--- src/rtl/path_replayer.sv ---
// path_replayer: replays 2-bit move codes from the maze solver into absolute
// X/Y positions on a 16x16 grid. A small FIFO decouples the move source from
// the position consumer; wall-wrap and path completion are flagged as levels.
// Optional build macro: PATH_REPLAY_GOAL_CHECK_EN (the final move must land
// on (15,15), otherwise the path ends in error instead of done).
module path_replayer #(
    parameter int DEPTH = 4,
    parameter int CW    = 8
) (
    input  logic          cl,
    input  logic          rst,
    input  logic          start,
    input  logic          mv_valid,
    input  logic [1:0]    mv_data,
    input  logic          mv_last,
    output logic          mv_ready,
    output logic          pos_valid,
    input  logic          pos_ready,
    output logic [3:0]    x_out,
    output logic [3:0]    y_out,
    output logic [CW-1:0] steps,
    output logic          done,
    output logic          err
);

    localparam int PTR_W = $clog2(DEPTH);
    localparam int CNT_W = PTR_W + 1;
    localparam logic [CNT_W-1:0] FULL_CNT = CNT_W'(DEPTH);

    typedef enum logic [1:0] {S_IDLE, S_RUN, S_DONE, S_ERR} state_t;

    state_t state_reg, state_next;

    // FIFO entries hold {last, code}
    logic [2:0]       fifo_mem [DEPTH];
    logic [PTR_W-1:0] wr_ptr_reg, rd_ptr_reg;
    logic [CNT_W-1:0] count_reg;

    logic [3:0]    x_reg, y_reg;
    logic [CW-1:0] steps_reg;
    logic          pos_valid_reg, done_reg, err_reg;

    logic       push, pop;
    logic       head_last;
    logic [1:0] head_code;
    logic [4:0] x_next5, y_next5;
    logic       wrap, goal_miss;

    assign head_last = fifo_mem[rd_ptr_reg][2];
    assign head_code = fifo_mem[rd_ptr_reg][1:0];

    // Ready depends only on registered state and count, never on the pop
    assign mv_ready = (state_reg == S_RUN) && (count_reg != FULL_CNT);
    assign push     = mv_valid && mv_ready;
    assign pop      = (state_reg == S_RUN) && (count_reg != '0) &&
                      (!pos_valid_reg || pos_ready);

    // Candidate coordinate for the head move; bit 4 flags leaving the grid
    always_comb begin
        x_next5 = {1'b0, x_reg};
        y_next5 = {1'b0, y_reg};
        case (head_code)
            2'b00:   y_next5 = {1'b0, y_reg} - 5'd1;
            2'b01:   x_next5 = {1'b0, x_reg} + 5'd1;
            2'b10:   x_next5 = {1'b0, x_reg} - 5'd1;
            default: y_next5 = {1'b0, y_reg} + 5'd1;
        endcase
    end

    assign wrap = x_next5[4] | y_next5[4];

`ifdef PATH_REPLAY_GOAL_CHECK_EN
    assign goal_miss = head_last && ({x_next5[3:0], y_next5[3:0]} != 8'hFF);
`else
    assign goal_miss = 1'b0;
`endif

    // FIFO storage: one register per entry, written when the write pointer selects it
    generate
        for (genvar gi = 0; gi < DEPTH; gi++) begin : g_fifo
            // Capture the incoming move into this slot
            always_ff @(posedge cl) begin
                if (push && (wr_ptr_reg == PTR_W'(gi))) begin
                    fifo_mem[gi] <= {mv_last, mv_data};
                end
            end
        end
    endgenerate

    // State register
    always_ff @(posedge cl) begin
        if (rst) begin
            state_reg <= S_IDLE;
        end else begin
            state_reg <= state_next;
        end
    end

    // Next-state logic: start restarts from any state; an applied move may terminate the path
    always_comb begin
        state_next = state_reg;
        if (start) begin
            state_next = S_RUN;
        end else if (state_reg == S_RUN && pop) begin
            if (wrap || goal_miss) begin
                state_next = S_ERR;
            end else if (head_last) begin
                state_next = S_DONE;
            end
        end
    end

    // Datapath: FIFO pointers, coordinates, output handshake, counters and flags
    always_ff @(posedge cl) begin
        if (rst || start) begin
            wr_ptr_reg    <= '0;
            rd_ptr_reg    <= '0;
            count_reg     <= '0;
            x_reg         <= '0;
            y_reg         <= '0;
            steps_reg     <= '0;
            pos_valid_reg <= 1'b0;
            done_reg      <= 1'b0;
            err_reg       <= 1'b0;
        end else begin
            if (pos_valid_reg && pos_ready) begin
                pos_valid_reg <= 1'b0;
            end
            if (pop && wrap) begin
                // Leaving the grid: keep coordinates, drop everything queued
                err_reg    <= 1'b1;
                wr_ptr_reg <= '0;
                rd_ptr_reg <= '0;
                count_reg  <= '0;
            end else begin
                if (pop) begin
                    x_reg         <= x_next5[3:0];
                    y_reg         <= y_next5[3:0];
                    pos_valid_reg <= 1'b1;
                    if (steps_reg != '1) begin
                        steps_reg <= steps_reg + 1'b1;
                    end
                    if (goal_miss) begin
                        err_reg <= 1'b1;
                    end else if (head_last) begin
                        done_reg <= 1'b1;
                    end
                end
                if (push) begin
                    wr_ptr_reg <= wr_ptr_reg + 1'b1;
                end
                if (pop) begin
                    rd_ptr_reg <= rd_ptr_reg + 1'b1;
                end
                case ({push, pop})
                    2'b10:   count_reg <= count_reg + 1'b1;
                    2'b01:   count_reg <= count_reg - 1'b1;
                    default: count_reg <= count_reg;
                endcase
            end
        end
    end

    assign pos_valid = pos_valid_reg;
    assign x_out     = x_reg;
    assign y_out     = y_reg;
    assign steps     = steps_reg;
    assign done      = done_reg;
    assign err       = err_reg;

endmodule

--- config.mk ---
export PLATFORM = sky130hd
export DESIGN_NAME = path_replayer
export DESIGN_NICKNAME = d
export VERILOG_FILES = /design/src/rtl/path_replayer.sv
export SDC_FILE = /design/constraint.sdc
export NUM_CORES = 1
export LEC_CHECK = 0
export CORE_MARGIN = 3
export CORE_UTILIZATION = 47
export CTS_BUF_LIST = sky130_fd_sc_hd__clkbuf_4 sky130_fd_sc_hd__clkbuf_8 sky130_fd_sc_hd__clkbuf_16
export CTS_CLUSTER_DIAMETER = 40
export CTS_CLUSTER_SIZE = 25
export DETAILED_ROUTE_END_ITERATION = 8
export GPL_TIMING_DRIVEN = 0
export PLACE_DENSITY = 0.7
export REMOVE_ABC_BUFFERS = 1
export SETUP_SLACK_MARGIN = 0.4
export SLEW_MARGIN = 20
export SYNTH_ARGS = -nofsm -noshare
export SYNTH_HDL_FRONTEND = slang
export SYNTH_SLANG_ARGS = --single-unit
--- constraint.sdc ---
create_clock -name cl -period 9.4 [get_ports cl]
set_clock_uncertainty 0.05 [all_clocks]
set_input_delay 1.88 -clock cl [delete_from_list [all_inputs] [get_ports cl]]
set_output_delay 1.88 -clock cl [all_outputs]
set_load 0.02 [all_outputs]
Yosys cells after proc, flatten, opt, wreduce, memory -nomap -nowiden
Memories as Yosys holds them, arrays and structs flattened. A register that Yosys moved wholly into a read port is not among the register bits. Cells that the tools add are included.

Bits in latches: 0. Output and inout bits: 20. Memories: 1. Word-level logic and storage cells: 97. Register bits after elaboration: 28. Memory bits (read-only): 0. RAM bits: 12. Input port bits: 8.

Div/mod/pow operators: 0. Bitwise operators: 3. $lt $le $gt $ge: 0. Equal/unequal tests: 10. Shift operators: 0. Multiplexer cells: 29. Reduce and logical (&&, ||, !) cells: 34. Multiply operators: 0. Add/subtract/negate cells: 9.

Memory list: fifo_mem (depth 4, width 3, read ports 1, clocked after memory_dff 1, wr ports 1, line 35) `logic [2:0] fifo_mem [DEPTH];`.

Operator list (number): $pmux W5 S2 (2); $mux W1 (16); $mux W2 (7); $reduce_and A3 Y1 (4); $logic_and A1 B1 Y1 (11); $add A4 B1 Y5 const B (2); $sub A4 B1 Y5 const B (2); $mux W3 (3); $reduce_or A3 Y1 (3); $add A8 B1 Y8 const B (1); $eq A2 B1 Y1 const B (4); $eq A2 B2 Y1 const B (4); $ne A8 B8 Y1 const B (1); $reduce_bool A2 Y1 (4); $pmux W3 S2 (1); $reduce_bool A3 Y1 (2); $reduce_or A2 Y1 (3); $add A2 B1 Y2 const B (2); $logic_not A2 Y1 (2); $reduce_and A2 Y1 (2); $add A3 B1 Y3 const B (1); $ne A3 B3 Y1 const B (1); $sub A3 B1 Y3 const B (1); $logic_or A1 B1 Y1 (2); other kinds (3) (4).

Depth between registers and ports, before layout
Depth after elaboration: 10. Depth in mapped cells: 12. Depth with buffers taken out: 11.

Least setup slack after synthesis
OpenSTA, ideal clock, no wires.

Path kind: in2reg. Start point: in pos_ready. End point: reg count_reg[2]. Required time: 9.221 ns. Setup slack: 5.812 ns. Arrival time: 3.409 ns. Stages: 11. Buffers on the path: 1. Setup time: 0.129 ns. Cells stage by stage: nand2b_1 -> nand3_2 -> inv_1 -> buf_2 -> ha_1 -> inv_1 -> fa_1 -> xor2_1 -> nor2_1 -> xnor2_1 -> nor3_1.

Cells in the longest elaborated chain, start to end: 4. Elaborated cells on any way between the ends: 8. Those cells by class: eq/ne: 2; mux: 1; reduce/logical: 5.

RTL lines: start, declared (line 18) `input logic pos_ready,`; $logic_or A1 B1 Y1 (*) (line 56) `(!pos_valid_reg || pos_ready);`; $logic_and A1 B1 Y1 (*) (line 55) `assign pop = (state_reg == S_RUN) && (count_reg != '0) &&`; net pop (line 43) `logic push, pop;`; $eq A2 B1 Y1 (tied with other cells) (line 155) `case ({push, pop})`; $pmux W3 S2 (tied with other cells) (line 155); end signal, assigned (line 156) `2'b10: count_reg <= count_reg + 1'b1;`; end signal, assigned (line 157) `2'b01: count_reg <= count_reg - 1'b1;`; end signal, assigned (line 158) `default: count_reg <= count_reg;`; end, declared (line 37) `logic [CNT_W-1:0] count_reg;`.

Mark *: on every way through the listed nets, which the timed path passes. The rest lies on a longest branch. A chain may end at the register's enable or synchronous reset.

Final worst setup path
Start point: in pos_ready. End point: reg count_reg[2].

Cells in the longest elaborated chain, start to end: 4. Elaborated cells on any way between the ends: 8. Those cells by class: eq/ne: 2; mux: 1; reduce/logical: 5.

RTL lines (line): $logic_or A1 B1 Y1 (*) (56); $logic_and A1 B1 Y1 (*) (55); $eq A2 B1 Y1 (tied with other cells) (155); $pmux W3 S2 (tied with other cells) (155).

Every way passes the cells marked *; elsewhere a longest branch is shown, timed or not.

==> results_tabular.tex <==
\begin{tabular}{lr}
\hline
Metric & Value \\
\hline
\multicolumn{2}{l}{\textbf{Run status}} \\
\quad Result of the run & finished, final reports clean \\
\multicolumn{2}{l}{\textbf{Worst setup path}} \\
\quad Slack of the worst reg-to-reg path & 6.09 ns \\
\quad Sum of buffers and inverters on the critical path & 3 \\
\quad Most frequent CP cell & inv\_1 \\
\quad Cell class contributing the biggest share of worst-path delay & buffers and inverters \\
\quad Critical path arrival & 4.10 ns \\
\quad Series of cell instances along the critical path & clkdlybuf4s50\_1 > nand2b\_1 > nand3\_2 > inv\_1 > ha\_1 > inv\_1 > fa\_1 > xor2\_1 > nor2\_1 > xnor2\_1 > nor3\_1 \\
\quad Category of the worst setup path launch point & primary input \\
\quad Required time of the worst setup path & 9.51 ns \\
\quad Critical path class & in -> reg \\
\quad Kind of capture point of the worst setup path & flip-flop \\
\quad Crit Path Max Fanout & 11 \\
\quad Critical Path Slowest Stage Cell & clkdlybuf4s50\_1 \\
\quad Peak per-stage delay on the critical path & 0.44 ns \\
\multicolumn{2}{l}{\textbf{Global route}} \\
\quad Number of antenna violations at the first check in global routing & 0 \\
\quad Vias in the first global route & 1554 \\
\quad Global-route wire length before repair & 6810 um \\
\quad Maximum number of pins on one net before global-route repair & 25 \\
\quad Total global routing overflow & 0 \\
\quad Aggregate global-route resource usage & 16.36\% \\
\multicolumn{2}{l}{\textbf{Floorplan}} \\
\quad Chip width & approximately 73 um \\
\quad Die Y-Extent & 73.12 um \\
\quad Placeable core area & 0.004173 sq mm \\
\quad Count of standard-cell rows & 23 \\
\quad Area of the die & approximately 0.0053 sq mm \\
\quad Initial core utilization & 50.73\% \\
\quad I/O pin count & 28 \\
\multicolumn{2}{l}{\textbf{Final layout}} \\
\quad Nets@finish & 259 \\
\quad Area occupied by registers & 960.9 sq um \\
\quad Share of final-layout standard cells stronger than drive strength 1 & 8.511\% \\
\quad Flip-flop count of the largest register after layout & 12 \\
\quad Final Non-Filler Cells & roughly 290 \\
\quad Multi-input combinational cell area & 0.001069 sq mm \\
\quad N\_diodes & 0 \\
\quad P\&R area growth vs syn & 18.26\% \\
\quad Post-layout instance area & about 0.0025 sq mm \\
\quad Final core utilization & roughly 60\% \\
\quad Filler instances & 357 \\
\multicolumn{2}{l}{\textbf{Timing}} \\
\quad Final worst-path setup slack & approximately 5.4 ns \\
\quad Smallest hold slack & $\sim$0.42 ns \\
\quad Maximum clock frequency & 250.3 MHz \\
\quad Number of hold violations in the final report & 0 \\
\quad Worst slew slack as a fraction of its limit & 61.01\% \\
\quad Tmin final & $\sim$4 ns \\
\quad Unrepaired setup endpoints after global routing & false \\
\quad Total Neg Setup Slack & 0 ns \\
\quad Slew at the pin with the worst max-slew slack & between 0.5 and 0.6 ns \\
\quad Final Slew Violations & 0 \\
\quad Post-route fraction of the period consumed by the critical path & a little over two fifths \\
\quad Final setup fails & 0 \\
\multicolumn{2}{l}{\textbf{Clock network}} \\
\quad TritonCTS buffer count & 5 \\
\quad CTS Root Buffer Type & clkbuf\_8 \\
\quad Clk buf depth & 2 \\
\quad Gates resized, CTS repair & 0 \\
\quad Htree depth & 2 \\
\quad TritonCTS sink count & 42 \\
\quad Post-CTS Setup Bufs & 0 \\
\quad CTS tree & built \\
\quad Post-CTS Hold Buffers & 0 \\
\quad Clock insertion delay at the later pin of the skew report & 0.29 ns \\
\quad Reg clk slew, reported paths & 0.07 ns \\
\multicolumn{2}{l}{\textbf{Logic synthesis}} \\
\quad Seq/Total Area, Yosys & around 45\% \\
\quad Share of the synthesized area in the top cell type & 28.37\% \\
\quad Cell Area, Synth & $\sim$0.0021 sq mm \\
\quad \#FFs+latches synth & 42 \\
\quad Most area-hungry cell type in the Yosys netlist & dfxtp\_1 \\
\quad Number of enable flip-flop cells after synthesis & 12 \\
\quad Synth Instances & 206 \\
\quad Predominant post-synthesis flop cell & dfxtp\_1 \\
\quad Cell with the most instances after synthesis & dfxtp\_1 \\
\quad Cell types occupying the most area after synthesis & dfxtp\_1, edfxtp\_1, ha\_1 \\
\quad Most instantiated cells after synthesis & dfxtp\_1, nor2\_1, inv\_1 \\
\quad FFs w/ async S/R, synth & 0\% \\
\quad Unique cell type count in the Yosys netlist & 40 \\
\quad Number of synthesis warnings & 0 \\
\quad Average cell area after synthesis & 10.28 sq um \\
\multicolumn{2}{l}{\textbf{Detailed routing}} \\
\quad Vias after detailed routing & $\sim$1500 \\
\quad DRC violations left & 0 \\
\quad Number of design-rule violations left by the first detailed-router iteration & 103 \\
\quad Detail-routed via count per cell & 5.400 \\
\quad Average wire per cell in the routed design & roughly 13 um \\
\quad Count of nets left with antenna violations after detail routing & 0 \\
\quad First-pass iteration count of the detailed router & 4 \\
\quad Sum of routed wire length over all layers & 3837 um \\
\multicolumn{2}{l}{\textbf{Power}} \\
\quad Static Leakage & 0.9039 nW \\
\quad Power density of the placed cells & $\sim$130 mW/mm\^{}2 \\
\quad Maximum VDD drop & 0.09211 mV \\
\quad Power consumption & roughly 0.33 mW \\
\multicolumn{2}{l}{\textbf{Place}} \\
\quad Placement Cell Area & $\sim$0.0024 sq mm \\
\quad Routability cong. & 0.7878 \\
\quad Placed cells & about 280 \\
\quad Pre-CTS setup slack & 5.098 ns \\
\quad Post-detailed-placement half-perimeter wirelength & 2772 um \\
\quad Port Buf Inserts & 27 \\
\multicolumn{2}{l}{\textbf{Worst hold path}} \\
\quad Type of the worst min-delay path & reg -> reg \\
\multicolumn{2}{l}{\textbf{Run}} \\
\quad Max-cap viol count & 0 \\
\hline
\end{tabular}
report_power, final:
group | internal, mW | leakage (nW) | switching [mW] | total [mW]
logic | 0.00981 | 0.507 | 0.0129 | 0.0227
registers | 0.187 | 0.351 | 0.000900 | 0.188
clock network | 0.0540 | 0.0460 | 0.0610 | 0.115
total | 0.251 | 0.904 | 0.0748 | 0.326
worst min-delay path, cell delays in order, from the launching register on:
cell,delay [ns]
dfxtp_1,0.33
a31oi_1,0.05
nor2_1,0.07
placed cells by master, fill, tap and decap left out, types with 2 or more instances in the layout:
| cell | n |
|---|---|
| nor3_1 | 7 |
| nand4b_1 | 3 |
| o21ai_0 | 7 |
| fa_1 | 3 |
| or3_2 | 2 |
| clkdlybuf4s50_1 | 27 |
| xnor2_1 | 10 |
| and2_1 | 2 |
| nand2_1 | 8 |
| a21o_1 | 2 |
| mux4_2 | 3 |
| and3_1 | 7 |
| or3_1 | 6 |
| ha_1 | 14 |
| xor2_1 | 2 |
| nand3_1 | 4 |
| inv_1 | 15 |
| nor2_1 | 21 |
| a31oi_1 | 3 |
| dfxtp_1 | 30 |
| mux2i_1 | 6 |
| a21oi_2 | 2 |
| nand4_1 | 2 |
| edfxtp_1 | 12 |
| clkbuf_8 | 5 |
| a21oi_1 | 14 |
| nand2b_1 | 3 |
path summary, 6_finish.rpt:
| kind | start | endpoint | cells past startpoint |
|---|---|---|---|
| min reg2reg | done | done | 2 |
| min | done | done | 2 |
| max | pos_ready | count_reg[2] | 11 |
| max reg2reg | flip-flop | err | 11 |
cells by family (layout without fill, tap and decap cells):
kind of cell | after synthesis | after routing | synth area share, %
adder cells (fa/ha/maj) | 17 | 17 | 11.11
buffers and inverters | 21 | 50 | 4.136
flip-flops | 42 | 42 | 45.39
AND/OR/NAND/NOR | 69 | 69 | 17.02
multiplexers | 12 | 12 | 7.919
XOR/XNOR | 12 | 12 | 4.965
AO/OA/AOI/OAI | 33 | 33 | 9.457
cell type report:
cell class | count | share of cell area, %
flip-flops and latches | 42 | 38.38
well taps | 50 | 2.499
repair buffers | 27 | 10.79
clock inverters | 2 | 0.3498
clock buffers | 6 | 3.048
inverters | 15 | 2.249
multi-input cells | 143 | 42.68
layer usage:
layer / up-vias / track usage, % / part of all wire (%)
li1: 775 / - / -
met1: 725 / 20.02 / 48
met2: 33 / 26.91 / 47
met3: 6 / 4.545 / 4.3
met4: 0 / 6.762 / 1.6
met5: - / 0 / 0
Power figures use the tool's default switching activity.
